### config.mk
export PLATFORM = sky130hd
export DESIGN_NAME = dht11_scheduler_flat
export DESIGN_NICKNAME = d
export VERILOG_FILES = /design/src/rtl/dht11_scheduler_pkg.sv /design/src/rtl/dht11_scheduler_if.sv /design/src/rtl/dht11_scheduler_tick_gen_1ms.sv /design/src/rtl/dht11_scheduler.sv /design/src/flat_wrapper.sv
export SDC_FILE = /design/constraint.sdc
export NUM_CORES = 1
export LEC_CHECK = 0
export BUFFER_PORTS_ARGS = -buffer_cell sky130_fd_sc_hd__buf_2
export CORE_UTILIZATION = 40
export DETAILED_ROUTE_END_ITERATION = 10
export GPL_ROUTABILITY_DRIVEN = 0
export GPL_TIMING_DRIVEN = 0
export PLACE_DENSITY_LB_ADDON = 0.05
export SLEW_MARGIN = 20
export SYNTH_ARGS = -nofsm -noshare
export SYNTH_HDL_FRONTEND = slang
export SYNTH_SLANG_ARGS = --single-unit
export TNS_END_PERCENT = 50
### constraint.sdc
create_clock -name i_clk -period 4.8 [get_ports i_clk]
set_input_delay 0.24 -clock i_clk [delete_from_list [all_inputs] [get_ports i_clk]]
set_output_delay 0.24 -clock i_clk [all_outputs]
set_load 0.01 [all_outputs]
### src/rtl/dht11_scheduler_pkg.sv
// rtl/dht11_scheduler_pkg.sv - shared types and widths for the DHT11 measurement scheduler
package dht11_sched_pkg;

  typedef enum logic [1:0] {
    IDLE  = 2'd0,
    TRIG  = 2'd1,
    BUSY  = 2'd2,
    ABORT = 2'd3
  } state_t;

  localparam int MS_W    = 16;
  localparam int RETRY_W = 3;

endpackage

### src/rtl/dht11_scheduler_if.sv
// rtl/dht11_scheduler_if.sv - link between the scheduler (master) and the DHT11 single-wire controller (slave)
interface dht11_scheduler_if;

  logic       dht_start;
  logic       dht_rst;
  logic       dht_done;
  logic       dht_valid;
  logic [7:0] dht_rh;
  logic [7:0] dht_t;

  modport master (
    output dht_start, dht_rst,
    input  dht_done, dht_valid, dht_rh, dht_t
  );

  modport slave (
    input  dht_start, dht_rst,
    output dht_done, dht_valid, dht_rh, dht_t
  );

endinterface

### src/rtl/dht11_scheduler_tick_gen_1ms.sv
// rtl/dht11_scheduler_tick_gen_1ms.sv - one-cycle tick every CLK_HZ/1000 clocks
module tick_gen_1ms #(
  parameter int CLK_HZ = 100_000_000
) (
  input  logic i_clk,
  input  logic i_rst_n,
  output logic o_tick
);

  localparam int TC    = CLK_HZ / 1000;
  localparam int CNT_W = (TC > 1) ? $clog2(TC) : 1;
  localparam logic [CNT_W-1:0] CNT_LAST = CNT_W'(TC - 1);

  logic [CNT_W-1:0] r_cnt;
  logic             r_tick;

  always_ff @(posedge i_clk or negedge i_rst_n) begin
    if (!i_rst_n) begin
      r_cnt  <= '0;
      r_tick <= 1'b0;
    end else begin
      r_tick <= (r_cnt == CNT_LAST);
      r_cnt  <= (r_cnt == CNT_LAST) ? '0 : r_cnt + 1'b1;
    end
  end

  assign o_tick = r_tick;

endmodule

### src/rtl/dht11_scheduler.sv
// rtl/dht11_scheduler.sv - DHT11 trigger scheduler: period/manual start, re-trigger gap, timeout abort, retry, result hold
// Optional read statistics counters are built when STATS_EN is defined.
module dht11_scheduler
  import dht11_sched_pkg::*;
#(
  parameter int CLK_HZ     = 100_000_000,
  parameter int PERIOD_MS  = 2000,
  parameter int MIN_GAP_MS = 1000,
  parameter int TIMEOUT_MS = 50,
  parameter int MAX_RETRY  = 3,
  parameter int ABORT_CYC  = 4
) (
  input  logic                     i_clk,
  input  logic                     i_rst_n,
  input  logic                     i_auto_en,
  input  logic                     i_req,
  dht11_scheduler_if.master        dht,
  output logic [7:0]               o_rh_out,
  output logic [7:0]               o_t_out,
  output logic                     o_data_valid,
  output logic                     o_new_data,
  output logic                     o_err,
  output logic                     o_busy,
  output logic [15:0]              o_ok_cnt,
  output logic [15:0]              o_fail_cnt
);

  localparam int ABT_W = $clog2(ABORT_CYC + 1);
  localparam logic [MS_W-1:0]    GAP_MAX    = MS_W'(MIN_GAP_MS);
  localparam logic [MS_W-1:0]    PER_LAST   = MS_W'(PERIOD_MS - 1);
  localparam logic [MS_W-1:0]    TO_MAX     = MS_W'(TIMEOUT_MS);
  localparam logic [RETRY_W-1:0] RETRY_LAST = RETRY_W'(MAX_RETRY - 1);
  localparam logic [ABT_W-1:0]   ABT_LAST   = ABT_W'(ABORT_CYC - 1);

  state_t               r_state, w_next;
  logic                 w_tick;
  logic                 r_done_d;
  logic [MS_W-1:0]      r_gap, r_period, r_to;
  logic [ABT_W-1:0]     r_abt;
  logic [RETRY_W-1:0]   r_retry;
  logic                 r_pending, r_err, r_dv, r_nd;
  logic [7:0]           r_rh, r_t;
  logic                 w_cmpl, w_timeout, w_wrap, w_abort_end;
  logic                 w_start, w_rst, w_busy, w_ok, w_fail;

  tick_gen_1ms #(.CLK_HZ(CLK_HZ)) u_tick (
    .i_clk   (i_clk),
    .i_rst_n (i_rst_n),
    .o_tick  (w_tick)
  );

  // Completion is the falling edge of the controller's done level.
  assign w_cmpl      = r_done_d & ~dht.dht_done;
  assign w_timeout   = (r_to == TO_MAX);
  assign w_wrap      = i_auto_en & w_tick & (r_period == PER_LAST);
  assign w_abort_end = (r_abt == ABT_LAST);

  always_ff @(posedge i_clk or negedge i_rst_n) begin
    if (!i_rst_n) r_state <= IDLE;
    else          r_state <= w_next;
  end

  always_comb begin
    w_next  = r_state;
    w_start = 1'b0;
    w_rst   = 1'b0;
    w_busy  = 1'b1;
    w_ok    = 1'b0;
    w_fail  = 1'b0;
    case (r_state)
      IDLE: begin
        w_busy = 1'b0;
        if (r_pending && (r_gap == GAP_MAX)) w_next = TRIG;
      end
      TRIG: begin
        w_start = 1'b1;
        w_next  = BUSY;
      end
      BUSY: begin
        if (w_cmpl) begin
          w_ok   = dht.dht_valid;
          w_fail = ~dht.dht_valid;
          w_next = IDLE;
        end else if (w_timeout) begin
          w_next = ABORT;
        end
      end
      ABORT: begin
        w_rst = 1'b1;
        if (w_abort_end) begin
          w_fail = 1'b1;
          w_next = IDLE;
        end
      end
      default: begin
        w_busy = 1'b0;
        w_next = IDLE;
      end
    endcase
  end

  always_ff @(posedge i_clk or negedge i_rst_n) begin
    if (!i_rst_n) begin
      r_done_d  <= 1'b0;
      r_gap     <= '0;
      r_period  <= '0;
      r_to      <= '0;
      r_abt     <= '0;
      r_pending <= 1'b0;
    end else begin
      r_done_d <= dht.dht_done;
      if (w_start)                          r_gap <= '0;
      else if (w_tick && (r_gap != GAP_MAX)) r_gap <= r_gap + 1'b1;
      if (!i_auto_en)  r_period <= '0;
      else if (w_tick) r_period <= w_wrap ? '0 : r_period + 1'b1;
      if (w_start)                                        r_to <= '0;
      else if ((r_state == BUSY) && w_tick && !w_timeout) r_to <= r_to + 1'b1;
      r_abt <= (r_state == ABORT) ? r_abt + 1'b1 : '0;
      // Set sources win over the TRIG clear so a request landing on the start cycle is not lost.
      if (i_req || w_wrap || (w_fail && (r_retry != RETRY_LAST))) r_pending <= 1'b1;
      else if (w_start)                                           r_pending <= 1'b0;
    end
  end

  always_ff @(posedge i_clk or negedge i_rst_n) begin
    if (!i_rst_n) begin
      r_retry <= '0;
      r_err   <= 1'b0;
      r_dv    <= 1'b0;
      r_nd    <= 1'b0;
      r_rh    <= '0;
      r_t     <= '0;
    end else begin
      r_nd <= w_ok;
      if (w_ok) begin
        r_retry <= '0;
        r_err   <= 1'b0;
        r_dv    <= 1'b1;
        r_rh    <= dht.dht_rh;
        r_t     <= dht.dht_t;
      end else if (w_fail) begin
        if (r_retry == RETRY_LAST) begin
          r_retry <= '0;
          r_err   <= 1'b1;
        end else begin
          r_retry <= r_retry + 1'b1;
        end
      end
    end
  end

`ifdef STATS_EN
  logic [15:0] r_ok_cnt, r_fail_cnt;

  always_ff @(posedge i_clk or negedge i_rst_n) begin
    if (!i_rst_n) begin
      r_ok_cnt   <= '0;
      r_fail_cnt <= '0;
    end else begin
      if (w_ok && (r_ok_cnt != 16'hFFFF))     r_ok_cnt   <= r_ok_cnt + 1'b1;
      if (w_fail && (r_fail_cnt != 16'hFFFF)) r_fail_cnt <= r_fail_cnt + 1'b1;
    end
  end

  assign o_ok_cnt   = r_ok_cnt;
  assign o_fail_cnt = r_fail_cnt;
`else
  assign o_ok_cnt   = '0;
  assign o_fail_cnt = '0;
`endif

  assign dht.dht_start = w_start;
  assign dht.dht_rst   = w_rst;
  assign o_rh_out      = r_rh;
  assign o_t_out       = r_t;
  assign o_data_valid  = r_dv;
  assign o_new_data    = r_nd;
  assign o_err         = r_err;
  assign o_busy        = w_busy;

endmodule

### src/flat_wrapper.sv
// flat-port wrapper written by rule: the top's interface ports become plain ports
module dht11_scheduler_flat import dht11_sched_pkg::*;
#(
  parameter int CLK_HZ     = 100_000_000,
  parameter int PERIOD_MS  = 2000,
  parameter int MIN_GAP_MS = 1000,
  parameter int TIMEOUT_MS = 50,
  parameter int MAX_RETRY  = 3,
  parameter int ABORT_CYC  = 4
)
  (i_clk, i_rst_n, i_auto_en, i_req, o_rh_out, o_t_out, o_data_valid, o_new_data, o_err, o_busy, o_ok_cnt, o_fail_cnt, dht_dht_start, dht_dht_rst, dht_dht_done, dht_dht_valid, dht_dht_rh, dht_dht_t);
  dht11_scheduler_if dht_i ();
  input  logic i_clk;
  input  logic i_rst_n;
  input  logic i_auto_en;
  input  logic i_req;
  output logic [7:0] o_rh_out;
  output logic [7:0] o_t_out;
  output logic o_data_valid;
  output logic o_new_data;
  output logic o_err;
  output logic o_busy;
  output logic [15:0] o_ok_cnt;
  output logic [15:0] o_fail_cnt;
  output wire logic [$bits(dht_i.dht_start)-1:0] dht_dht_start;
  output wire logic [$bits(dht_i.dht_rst)-1:0] dht_dht_rst;
  input wire logic [$bits(dht_i.dht_done)-1:0] dht_dht_done;
  input wire logic [$bits(dht_i.dht_valid)-1:0] dht_dht_valid;
  input wire logic [$bits(dht_i.dht_rh)-1:0] dht_dht_rh;
  input wire logic [$bits(dht_i.dht_t)-1:0] dht_dht_t;
  assign dht_dht_start = dht_i.dht_start;
  assign dht_dht_rst = dht_i.dht_rst;
  assign dht_i.dht_done = dht_dht_done;
  assign dht_i.dht_valid = dht_dht_valid;
  assign dht_i.dht_rh = dht_dht_rh;
  assign dht_i.dht_t = dht_dht_t;
  dht11_scheduler #(.CLK_HZ(CLK_HZ), .PERIOD_MS(PERIOD_MS), .MIN_GAP_MS(MIN_GAP_MS), .TIMEOUT_MS(TIMEOUT_MS), .MAX_RETRY(MAX_RETRY), .ABORT_CYC(ABORT_CYC)) u_core (.i_clk(i_clk), .i_rst_n(i_rst_n), .i_auto_en(i_auto_en), .i_req(i_req), .dht(dht_i), .o_rh_out(o_rh_out), .o_t_out(o_t_out), .o_data_valid(o_data_valid), .o_new_data(o_new_data), .o_err(o_err), .o_busy(o_busy), .o_ok_cnt(o_ok_cnt), .o_fail_cnt(o_fail_cnt));
endmodule
# ---- Word level (Yosys, flattened, before mapping)
# Cells that the tools add are included.
dict set report op_classes {
  n_addsub 6
  n_eq_ne 15
  mux 30
  bitwise 5
  reduce_logical 16
}
# op n
set op_table {}
lappend op_table {{16-bit 2-to-1 mux} 7}
lappend op_table {{16-bit by 1-bit adder with 16-bit output (second input constant)} 3}
lappend op_table {{17-bit by 1-bit adder with 17-bit output (second input constant)} 1}
lappend op_table {{17-bit equality test (second input constant)} 1}
lappend op_table {{17-bit 2-to-1 mux} 1}
lappend op_table {{16-bit by 10-bit equality test with 1-bit output (second input constant)} 1}
lappend op_table {{16-bit by 11-bit equality test with 1-bit output (second input constant)} 1}
lappend op_table {{16-bit by 6-bit equality test with 1-bit output (second input constant)} 1}
lappend op_table {{16-bit by 10-bit inequality test with 1-bit output (second input constant)} 1}
lappend op_table {{1-bit 2-to-1 mux} 12}
lappend op_table {{3-bit 2-to-1 mux} 4}
lappend op_table {{2-bit nonzero test} 5}
lappend op_table {{2-bit 2-to-1 mux} 4}
lappend op_table {{2-bit case mux with 4 select lines} 1}
lappend op_table {{3-bit by 1-bit adder with 3-bit output (second input constant)} 2}
lappend op_table {{3-bit by 2-bit equality test with 1-bit output (second input constant)} 2}
lappend op_table {{2-bit by 1-bit inequality test with 1-bit output (second input constant)} 3}
lappend op_table {{1-bit logical AND} 5}
lappend op_table {{2-bit equality test (second input constant)} 2}
lappend op_table {{1-bit bitwise AND} 3}
lappend op_table {{3-bit by 1-bit inequality test with 1-bit output (second input constant)} 1}
lappend op_table {{3-bit by 2-bit inequality test with 1-bit output (second input constant)} 1}
lappend op_table {{3-bit AND reduction} 1}
lappend op_table {{2-bit by 1-bit equality test with 1-bit output (second input constant)} 1}
lappend op_table {{other kinds (6)} 8}
dict set report word_totals {
  register_bits 95
  input_bits 22
  out_inout_bits 54
  wordCells 87
}

# ---- Longest topological paths before layout
dict set report logic_depth {
  ltp_word 7
  mapped_depth 8
}

# ---- Modules after synthesis
# A second synthesis with hierarchy kept.
dict set report hier_totals {
  cells_unflattened 534
  hier_area_um2 4977.3
}
# mod n_inst cells_each area_each_um2
set modules_own_cells {}
lappend modules_own_cells {dht11_scheduler 1 459 4159.0}
lappend modules_own_cells {tick_gen_1ms 1 75 818.3}

# ---- Least setup slack after synthesis
# No wires, ideal clock.
dict set report synth_timing {
  kind {reg-to-reg}
  from {register u_core.r_period[11]}
  to {register u_core.r_period[3]}
  setup_ps 126
  arrival_ps 1848
  slack_ps 2826
  stages_incl_launch_ff 7
  n_path_buf 2
  synth_period_minus_slack_ps 1974
  cell_sequence {dfrtp_1 -> buf_6 -> or4b_4 -> nor4b_4 -> buf_6 -> nor2_2 -> a221o_1}
}
dict set report synth_between {
  elab_chain_cells 5
}
# item line_no
set synth_rtl {}
lappend synth_rtl {{start: declaration} dht11_scheduler.sv:38} ;# logic [MS_W-1:0] r_gap, r_period, r_to;
lappend synth_rtl {{start signal: assignment} dht11_scheduler.sv:115} ;# else if (w_tick) r_period <= w_wrap ? '0 : r_period + 1'b1;
lappend synth_rtl {{16-bit by 11-bit equality test with 1-bit output} dht11_scheduler.sv:55} ;# assign w_wrap = i_auto_en & w_tick & (r_period == PER_LAST);
lappend synth_rtl {{1-bit bitwise AND} dht11_scheduler.sv:55}
lappend synth_rtl {{16-bit 2-to-1 mux (2 in a row)} dht11_scheduler.sv:115}
lappend synth_rtl {{16-bit 2-to-1 mux} dht11_scheduler.sv:114} ;# if (!i_auto_en) r_period <= '0;
# Every way passes these cells. The select of a mux whose other input is x is not followed.
# A chain may end at the register's enable or synchronous reset.

# ---- Worst setup path in the final report
dict set report layout_timing {
  from {register u_core.r_gap[0]}
  to {register u_core.r_gap[1]}
}
dict set report layout_between {
  elab_chain_cells 3
}
# item line_no
set layout_rtl {}
lappend layout_rtl {{start: declaration} dht11_scheduler.sv:38}
lappend layout_rtl {{start signal: assignment} dht11_scheduler.sv:113} ;# else if (w_tick && (r_gap != GAP_MAX)) r_gap <= r_gap + 1'b1;
lappend layout_rtl {{16-bit by 1-bit adder with 16-bit output / 16-bit by 10-bit inequality test with 1-bit output (equally long branches)} dht11_scheduler.sv:113}
lappend layout_rtl {{16-bit 2-to-1 mux / 1-bit logical AND (equally long branches)} dht11_scheduler.sv:113}
lappend layout_rtl {{16-bit 2-to-1 mux / 2-bit nonzero test (equally long branches)} n/a}
# Several ways; a longest one is shown, not always the timed one. The select of a mux whose other input is x is not followed.

==> summary.txt <==
Detailed routing
  • Vias: 4058
  • Vias per inst: 5.13
  • Drt total wl: 10900 um
  • WL per Instance: 13.8 um
  • Iter 0 DRT Violations: 196
  • Final ANT Viol Nets: 0
  • DRC errors left: 0
  • Drt pass-1 iters: 4

Global route
  • Vias in the first global route: 3781
  • Largest net degree at the start of global routing: 64
  • Grt ovf: 0
  • Initial antenna violation count: 0
  • First-pass GRT wire length: 18300 um
  • GRT Resource Usage Total: 18.0%

Worst setup path
  • R2r setup slk: 2.55 ns
  • CP arrival: 2.53 ns
  • Worst Reg-to-Reg Cells: 6
  • Setup Crit Path Kind: reg -> reg
  • Setup crit start kind: register
  • Crit path from: u_core.r_gap[0]
  • CP max FO: 7
  • Reg-to-reg endpoint: u_core.r_gap[1]
  • Worst setup EP type: register
  • Setup crit end: u_core.r_gap[1]
  • WP data required: 5.07 ns
  • RR Startpoint: u_core.r_gap[0]

Pwr
  • PwrDens: 281 nW/um^2
  • Tot Pwr: 1.65 mW
  • Maximum VDD drop: 0.305 mV
  • P_leak: 2.73 nW

Hold path
  • Worst min-delay path category: in -> reg
  • HP Start: dht_dht_done

Yosys
  • Number of synthesized flops with an enable pin: 0
  • Yosys cell types: 56
  • Cell taking the most area after synthesis: dfrtp_1
  • Seq/Total Area, Yosys: 47.5%
  • Synth Cell Area: 5000 um^2
  • Main area contributors after synthesis: dfrtp_1, nand2_1, buf_4
  • Mapped Cells: 531
  • Async set-or-reset flop fraction in the synthesized netlist: 100%
  • Synth top area share: 47.5%
  • Synthesized flop and latch total: 95
  • Dominant synthesized flop cell: dfrtp_1
  • Total number of yosys warnings: 0
  • Average cell area after synthesis: 9.42 um^2
  • Top-count cell post-synth: dfrtp_1
  • Top cells by count, synth: dfrtp_1, nand2_1, buf_4

Final layout
  • Layout cell share with drive strength beyond 1: 17.2%
  • Area grow syn2layout: 17.7%
  • Diode count: 0
  • Fillers: 1177
  • Final nets: 648

Die
  • Core region area: 12100 um^2
  • Chip width: 114 um
  • Row cnt: 40
  • Die Span Y: 114 um
  • DIE AREA: 13000 um^2
  • Io pins: 76
  • Starting density of the core: 41.3%

Timing
  • RSZ-0062 raised after global routing: false
  • Tcrit/Tclk final: 46.9%
  • Final Hold Viols: 0
  • # setup viols final: 0
  • Max Slew Vio Count: 0
  • FMAX: 0.444 GHz
  • Worst Setup Slack, final: 2.55 ns
  • Min cycle time layout: 2.25 ns
  • Worst rel slew slack: 36.7%
  • Slew @ Worst Pin: 0.941 ns
  • Setup TNS: 0 ns
  • Skew final: 0.00732 ns

Job
  • Max-cap violations: 0

Clock tree
  • Clock Path Buffers: 2
  • Resized cells post-CTS: 0
  • Root Driver: clkbuf_16
  • Clock sinks: 95
  • Max H-tree Level: 3
  • Worst-Skew Late Latency: 0.35 ns
  • CTS tree: yes
  • CTS Buf Count: 9
  • Clk pin slew, worst setup/hold paths: 0.07 ns

Outcome
  • Status: finished, final reports clean

Placement
  • DP Worst Slack: 2.50 ns
  • HPWL after DPL: 7620 um
  • Port Buffers: 43
## final cells by class
class	count	area [um^2]	share of cell area (%)
repair buffers	45	259	4.40
well taps	168	210	3.57
flip-flops and latches	95	2380	40.4
clock inverters	5	40.0	0.680
plain buffers	51	330	5.61
clock buffers	11	253	4.30
multi-input cells	399	2350	40.0
inverters	17	63.8	1.08
## layer usage
| layer | routed length, um | GRT usage [%] |
|---|---|---|
| met2 | 4990 | 28.8 |
| met3 | 626 | 5.26 |
| met1 | 5120 | 23.6 |
| met4 | 154 | 5.80 |
| met5 | 0 | 0 |
## stage by stage
step	instance area, um^2	utilization [%]	std cells	hold WS [ns]
final	5880	48.6	791	0.0356
after global routing	5880	48.6	791	0.0308
after CTS	5880	48.5	791	0.0236
after detailed placement	5580	46.0	774	0.158
after global placement	5540	45.8	773	0.384
after floorplan	5120	-	562	-0.0556
## how the worst min path moves through the flow
stage / to / cells after the start
final: u_core.r_done_d / 1
after global routing: u_core.r_done_d / 1
after CTS: u_core.r_done_d / 1
after detailed placement: u_core.r_gap[15] / 1
after global placement: u_core.r_done_d / 1
after floorplan: u_core.o_data_valid / 0
## report_power, final
part	switching (mW)	internal [mW]
clock network	0.322	0.383
registers	0.0132	0.821
logic	0.0623	0.0492
## flip-flops by register name, indices dropped and copies added, names as in the netlist
name and count:
u_core.r_to 16, u_core.r_gap 16, u_core.u_tick.r_cnt 17, u_core.o_t_out 8
u_core.r_done_d 1, u_core.u_tick.o_tick 1, u_core.o_data_valid 1, u_core.r_pending 1
u_core.o_rh_out 8, u_core.r_abt 3, u_core.r_retry 3, u_core.r_period 16
u_core.r_state 2, u_core.o_err 1, u_core.o_new_data 1
## cell families after synthesis
logic type / Yosys count / synth area share (%)
AO/OA/AOI/OAI: 71 / 9.81
XOR/XNOR: 22 / 3.85
adder cells (fa/ha/maj): 8 / 2.00
buffers and inverters: 68 / 7.88
flip-flops: 95 / 47.5
multiplexers: 8 / 1.60
other: 1 / 0.0750
AND/OR/NAND/NOR: 258 / 27.2
## critical path, cell delays in order (launching register included)
cell	delay, ns
dfrtp_1	0.44
inv_1	0.08
ha_1	0.15
or3b_2	0.44
nor4_1	0.73
o21ai_0	0.16
a21oi_1	0.17
## repair_timing
item                                   CTS  global route
hold buffers                             1             0
endpoints found under the hold margin   32             0
setup buffers                            0             0
setup endpoints to repair                0             0
## cell usage in the layout, fill, tap and decap left out, drive strengths merged, types with 18 or more instances in the layout
master,instances
dfrtp,95
nand2,87
buf,81
conb,32
nand3,29
nor2,28
clkbuf,25
a21oi,19
inv,18
No activity file was read; power rests on OpenSTA's default activity.
